$ cat src/rtl/ibex_cheri_memchecker_pipe.sv
// CHERI bounds/permission checker for one Ibex memory port. Each granted request is checked
// against the authorising capability and the result is queued in order until its rvalid.
module ibex_cheri_memchecker_pipe #(
  parameter bit          DataMem            = 1'b1,
  parameter int unsigned CheriCapWidth      = 91,
  parameter int unsigned MaxOutstanding     = 2,
  parameter int unsigned PermitExecuteIndex = 1,
  parameter int unsigned CheriExcWidth      = 6
) (
  input  logic                                clk_i,
  input  logic                                rst_i,
  input  logic [CheriCapWidth-1:0]            auth_cap_i,
  input  logic                                data_req_i,
  input  logic                                data_gnt_i,
  input  logic                                data_rvalid_i,
  input  logic [31:0]                         data_addr_i,
  input  logic                                data_we_i,
  input  logic [1:0]                          data_type_i,
  input  logic [3:0]                          data_be_i,
  input  logic                                data_cap_i,
  output logic                                req_stall_o,
  output logic [$clog2(MaxOutstanding+1)-1:0] outstanding_o,
  output logic [CheriExcWidth-1:0]            cheri_mem_exc_o,
  output logic                                cap_access_exc_o,
  output logic                                instr_upper_exc_o,
  output logic                                proto_err_o
);

  localparam int unsigned CntW   = $clog2(MaxOutstanding + 1);
  localparam int unsigned PtrW   = (MaxOutstanding > 1) ? $clog2(MaxOutstanding) : 1;
  localparam int unsigned EntryW = CheriExcWidth + 2;

  localparam logic [PtrW-1:0] LastPtr = PtrW'(MaxOutstanding - 1);
  localparam logic [CntW-1:0] FullCnt = CntW'(MaxOutstanding);

  // Exception vector bit positions.
  localparam int unsigned ExcTag    = 0;
  localparam int unsigned ExcSeal   = 1;
  localparam int unsigned ExcExec   = 2;
  localparam int unsigned ExcLoad   = 3;
  localparam int unsigned ExcStore  = 4;
  localparam int unsigned ExcLength = 5;

  localparam int unsigned PermLoad     = 2;
  localparam int unsigned PermStore    = 3;
  localparam int unsigned PermLoadCap  = 4;
  localparam int unsigned PermStoreCap = 5;

  // Capability layout: [90] tag, [89:85] reserved, [84:78] kind, [77:65] perms,
  // [64:32] top (33-bit), [31:0] base.
  logic        cap_tag;
  logic [6:0]  cap_kind;
  logic [12:0] cap_perms;
  logic [32:0] cap_top;
  logic [31:0] cap_base;

  assign cap_tag   = auth_cap_i[90];
  assign cap_kind  = auth_cap_i[84:78];
  assign cap_perms = auth_cap_i[77:65];
  assign cap_top   = auth_cap_i[64:32];
  assign cap_base  = auth_cap_i[31:0];

  logic unused_bits;
  assign unused_bits = ^{auth_cap_i[89:85], cap_perms, data_addr_i[1:0]};

  // Access geometry
  logic [1:0]  be_off;
  logic [3:0]  acc_size;
  logic [31:0] start_addr;
  logic [31:0] upper_addr;
  logic [32:0] end_ext;
  logic [32:0] upper_end;

  always_comb begin
    be_off = 2'd0;
    casez (data_be_i)
      4'b???1: be_off = 2'd0;
      4'b??10: be_off = 2'd1;
      4'b?100: be_off = 2'd2;
      4'b1000: be_off = 2'd3;
      default: be_off = 2'd0;
    endcase
  end

  always_comb begin
    acc_size = 4'd2;
    if (DataMem) begin
      if (data_cap_i) begin
        acc_size = 4'd8;
      end else begin
        unique case (data_type_i)
          2'b00:   acc_size = 4'd4;
          2'b01:   acc_size = 4'd2;
          2'b10:   acc_size = 4'd1;
          default: acc_size = 4'd8;
        endcase
      end
    end
  end

  assign start_addr = DataMem ? {data_addr_i[31:2], be_off} : {data_addr_i[31:2], 2'b00};
  assign upper_addr = {data_addr_i[31:2], 2'b10};
  assign end_ext    = {1'b0, start_addr} + {29'b0, acc_size};
  assign upper_end  = {1'b0, upper_addr} + 33'd2;

  // Check results for the request presented this cycle
  logic [CheriExcWidth-1:0] exc_vec;
  logic                     cap_exc;
  logic                     upper_exc;
  logic [EntryW-1:0]        entry_in;

  // Load/store permissions only apply to the data port; fetches check execute instead.
  always_comb begin
    exc_vec            = '0;
    exc_vec[ExcTag]    = ~cap_tag;
    exc_vec[ExcSeal]   = |cap_kind[6:4];
    exc_vec[ExcExec]   = ~DataMem & ~cap_perms[PermitExecuteIndex];
    exc_vec[ExcLoad]   = DataMem & ~data_we_i & ~cap_perms[PermLoad];
    exc_vec[ExcStore]  = DataMem & data_we_i & ~cap_perms[PermStore];
    exc_vec[ExcLength] = (start_addr < cap_base) | (end_ext > cap_top);
  end

  assign cap_exc = DataMem & data_cap_i &
                   ((start_addr[2:0] != 3'b000) |
                    (~data_we_i & ~cap_perms[PermLoadCap]) |
                    (data_we_i & ~cap_perms[PermStoreCap]));

  assign upper_exc = ~DataMem & (upper_end > cap_top);
  assign entry_in  = {exc_vec, cap_exc, upper_exc};

  // Result FIFO
  logic [EntryW-1:0] fifo_q [MaxOutstanding];
  logic [PtrW-1:0]   wptr_q, wptr_d;
  logic [PtrW-1:0]   rptr_q, rptr_d;
  logic [CntW-1:0]   count_q, count_d;
  logic              proto_err_q, proto_err_d;
  logic              push, empty, full, do_pop, do_push;

  assign push    = data_req_i & data_gnt_i;
  assign empty   = (count_q == '0);
  assign full    = (count_q == FullCnt);
  assign do_pop  = data_rvalid_i & ~empty;
  // A pop in the same cycle frees the slot for a push into a full FIFO.
  assign do_push = push & (~full | do_pop);

  always_comb begin
    wptr_d      = wptr_q;
    rptr_d      = rptr_q;
    count_d     = count_q;
    proto_err_d = proto_err_q;
    if (do_push) begin
      wptr_d = (wptr_q == LastPtr) ? '0 : wptr_q + 1'b1;
    end
    if (do_pop) begin
      rptr_d = (rptr_q == LastPtr) ? '0 : rptr_q + 1'b1;
    end
    unique case ({do_push, do_pop})
      2'b10:   count_d = count_q + 1'b1;
      2'b01:   count_d = count_q - 1'b1;
      default: count_d = count_q;
    endcase
    if ((push & full & ~data_rvalid_i) | (data_rvalid_i & empty)) begin
      proto_err_d = 1'b1;
    end
  end

  always_ff @(posedge clk_i) begin
    if (rst_i) begin
      wptr_q      <= '0;
      rptr_q      <= '0;
      count_q     <= '0;
      proto_err_q <= 1'b0;
      for (int unsigned i = 0; i < MaxOutstanding; i++) begin
        fifo_q[i] <= '0;
      end
    end else begin
      wptr_q      <= wptr_d;
      rptr_q      <= rptr_d;
      count_q     <= count_d;
      proto_err_q <= proto_err_d;
      if (do_push) begin
        fifo_q[wptr_q] <= entry_in;
      end
    end
  end

  // Outputs
  logic [EntryW-1:0] head;
  assign head = fifo_q[rptr_q];

  assign cheri_mem_exc_o   = do_pop ? head[EntryW-1:2] : '0;
  assign cap_access_exc_o  = do_pop & head[1];
  assign instr_upper_exc_o = do_pop & head[0];
  assign req_stall_o       = full;
  assign outstanding_o     = count_q;
  assign proto_err_o       = proto_err_q;

endmodule
$ cat config.mk
export PLATFORM = sky130hd
export DESIGN_NAME = ibex_cheri_memchecker_pipe
export DESIGN_NICKNAME = d
export VERILOG_FILES = /design/src/rtl/ibex_cheri_memchecker_pipe.sv
export SDC_FILE = /design/constraint.sdc
export NUM_CORES = 1
export LEC_CHECK = 0
export ABC_AREA = 1
export CAP_MARGIN = 40
export CORE_ASPECT_RATIO = 0.6
export CORE_UTILIZATION = 44
export DETAILED_ROUTE_END_ITERATION = 10
export HOLD_SLACK_MARGIN = 0.05
export PLACE_DENSITY = 0.93
export SYNTH_ARGS = -nofsm -noshare
export SYNTH_HDL_FRONTEND = slang
export SYNTH_SLANG_ARGS = --single-unit
$ cat constraint.sdc
create_clock -name clk_i -period 4.5 [get_ports clk_i]
set_input_delay 0.45 -clock clk_i [delete_from_list [all_inputs] [get_ports clk_i]]
set_output_delay 0.45 -clock clk_i [all_outputs]
set_load 0.005 [all_outputs]
==> metrics.csv <==
stage,metric,value,unit
outcome,status,finished clean,
synth,synthAdderAreaFrac,25.0,%
clock_network,insertion_delay,0.24,ns
routing,dr.pass1.iters,4,
setup_path,cp_slowest_cell,clkdlybuf4s50_1,
placed_design,port_buffers,125,
finish,instances_no_fill,767,
clock_network,clockBufferDepth,2,
routing,wl,9550,µm
synth,syn_inst,529,
synth,ys_ff_latch,18,
clock_network,cts.sinks,18,
global_routing,grt_start_max_net_pins,13,
synth,synth_top_family_by_area,simple AND/OR/NAND/NOR gates,
global_routing,grt-ovfl-total,0,
power_and_ir_drop,finalPower,760,µW
sta,skew,0.00181,ns
placed_design,gp_congestion,0.879,
finish,drive_gt1_share,7.54,%
worst_hold_path,worstHoldStart,rptr_q$_SDFFE_PP0P_,
global_routing,gr-usage-all-layers,23.2,%
synth,synthMuxAreaShare,1.94,%
clock_network,cts_root_buf,clkbuf_16,
global_routing,grt_pass1_wl,15600,µm
synth,synth_enable_flop_cells,12,
sta,slew_violations,0,
placed_design,pre_cts_ws,-0.0546,ns
global_routing,grt_pass1_vias,3708,
synth,synthesis.area,3480,µm²
worst_hold_path,hold_depth,1,
setup_path,cp.arrival,4.42,ns
routing,postRouteAntennaNets,0,
sta,worst_slew_pin_slew,0.836,ns
synth,synth_ff_type,edfxtp_1,
synth,synth_xor_area_share,7.29,%
sta,finalWorstSetupSlack,0.176,ns
clock_network,h-tree-depth,1,
placed_design,dp_cells,757,
setup_path,cp_max_fo,3,
floorplanning,io_pins,148,
setup_path,r2r_setup_slack,2.71,ns
sta,finalSetupViolCount,0,
setup_path,rr_endpoint,outstanding_o[1]$_SDFFE_PP0P_,
synth,synth-seq-area-share,13.8,%
setup_path,rr_worst_depth,6,
routing,vias,3830,
placed_design,place_hpwl,8340,µm
floorplanning,die_y,70.9,µm
clock_network,path_clk_slew,0.05,ns
sta,fin_crit_sh,96.1,%
setup_path,start_kind,primary input,
global_routing,antenna_found_initial,0,
synth,async_flop_share,0,%
sta,max_slew_margin,44.3,%
power_and_ir_drop,p_per_area,150,nW/µm²
synth,synthSimpleGateAreaFrac,25.4,%
clock_network,cts_made_buffers,3,
flow_run,maxCapViolations,0,
worst_hold_path,hold_path_class,reg -> reg,
setup_path,max_stage_delay,0.44,ns
routing,drt_iter0_markers,191,
finish,nets,869,
sta,fmax,231,MHz
floorplanning,die_x,117,µm
setup_path,path_class,in -> reg,
clock_network,tritoncts,yes,
finish,final_cell_mix,"inv_1, clkdlybuf4s50_1, nand2_1",
power_and_ir_drop,vdd.ir_drop.worst,0.000110,V
finish,diodes,0,
routing,wl_per_cell,12.4,µm
routing,via_per_inst,4.99,
setup_path,cp.required,4.60,ns
synth,avgSynthCellArea,6.58,µm²
synth,synth.distinct_cells,34,
setup_path,rr_startpoint,outstanding_o[0]$_SDFFE_PP0P_,
routing,drc,0,
finish,final_common_cell,inv_1,
floorplanning,dieArea,8290,µm²
setup_path,crit_top_cell,nand2_2,
floorplanning,rows,24,
synth,yosys_warnings,0,
setup_path,worst_setup_path_end_kind,register,
sta,hold_violations,0,
synth,synth-compound-area-share,10.8,%
sta,final.min_clock_period,4.32,ns
floorplanning,core,7450,µm²
finish,syn_to_final_growth,45.1,%
power_and_ir_drop,p_leak,0.00263,µW
finish,nFillCells,642,
floorplanning,start_util,46.8,%
## power by group
part / switching [µW] / leakage, µW / internal, µW
clock network: 55.8 / 0.0000385 / 118
logic: 184 / 0.00242 / 203
registers: 9.67 / 0.000174 / 191
## worst max-delay path, delay by kind of cell
| family | cells | cell delay (ns) |
|---|---|---|
| fa+ha+maj | 3 | 0.77 |
| compound gates | 2 | 0.32 |
| buf+inv | 5 | 0.70 |
| simple gates | 18 | 2.01 |
| xor+xnor | 1 | 0.15 |
## registers in the layout, summed over array words and instances (netlist names), named ones only
register       cells
rptr_q             1
proto_err_o        1
outstanding_o      2
fifo_q            12
wptr_q             1
## worst max path at each step
stage                              start                    endpoint  slack (ns)
after floorplan             data_be_i[1]  fifo_q[1][5]$_SDFFCE_PN0P_        0.89
after global placement    data_type_i[1]  fifo_q[1][5]$_SDFFCE_PN0P_        0.05
after detailed placement    data_be_i[3]  fifo_q[0][5]$_SDFFCE_PN0P_       -0.05
after CTS                   data_be_i[3]  fifo_q[0][5]$_SDFFCE_PN0P_        0.19
after global routing        data_be_i[0]  fifo_q[1][5]$_SDFFCE_PN0P_       -0.14
final                       data_be_i[0]  fifo_q[1][5]$_SDFFCE_PN0P_        0.18
## cells in the mapped netlist, drive strengths merged, types with 2 or more instances
cell	number	area, µm²
xnor2	5	43.8
a31oi	2	12.5
nor3	20	110
nand4	7	43.8
buf	2	15.0
xor2	24	210
o21a	3	22.5
nor2	40	195
o21ai	18	90.1
nand3	21	110
dfxtp	6	120
inv	139	522
nand2	97	374
ha	68	851
clkbuf	2	7.51
a21oi	43	219
edfxtp	12	360
mux2	6	67.6
nor4	6	37.5
## repair_timing
| item | CTS | global route |
|---|---|---|
| hold buffers | 0 | 0 |
| buffers inserted | 0 | 6 |
| endpoints found under the setup margin | 0 | 2 |
| resized for setup | 0 | 19 |
## stage by stage
stage	utilization [%]	cell area, µm²	setup TNS, ns	hold slack [ns]
after floorplan	-	3490	0	0.426
after global placement	65.3	4860	0	0.433
after detailed placement	65.3	4860	-0.106	0.438
after CTS	66.3	4940	0	0.451
after global routing	67.9	5050	-0.268	0.461
final	67.9	5050	0	0.451
## area by class of cell
class / count / area (µm²) / area share [%]
timing repair buffer: 133 / 1310 / 26.0
inverter: 139 / 522 / 10.3
multi-input combinational: 369 / 2530 / 50.0
clock buffer: 3 / 75.1 / 1.49
sequential: 18 / 480 / 9.51
clock inverter: 1 / 3.75 / 0.0743
tap: 104 / 130 / 2.57
## cells by family after synthesis
| family | count (synthesis) |
|---|---|
| XOR/XNOR | 29 |
| other | 1 |
| multiplexers | 6 |
| AO/OA/AOI/OAI | 70 |
| flip-flops | 18 |
| adder cells (fa/ha/maj) | 69 |
| AND/OR/NAND/NOR | 193 |
| buffers and inverters | 143 |
## routing by layer
metal  global-route usage (%)  part of all wire (%)  vias to the layer above
li1                         -                     -                     1955
met4                     5.20                   1.6                        0
met2                     40.6                    46                      153
met5                        0                     0                        -
met3                     3.26                   7.8                       22
met1                     30.2                    45                     1700
No activity file was read; power rests on OpenSTA's default activity.
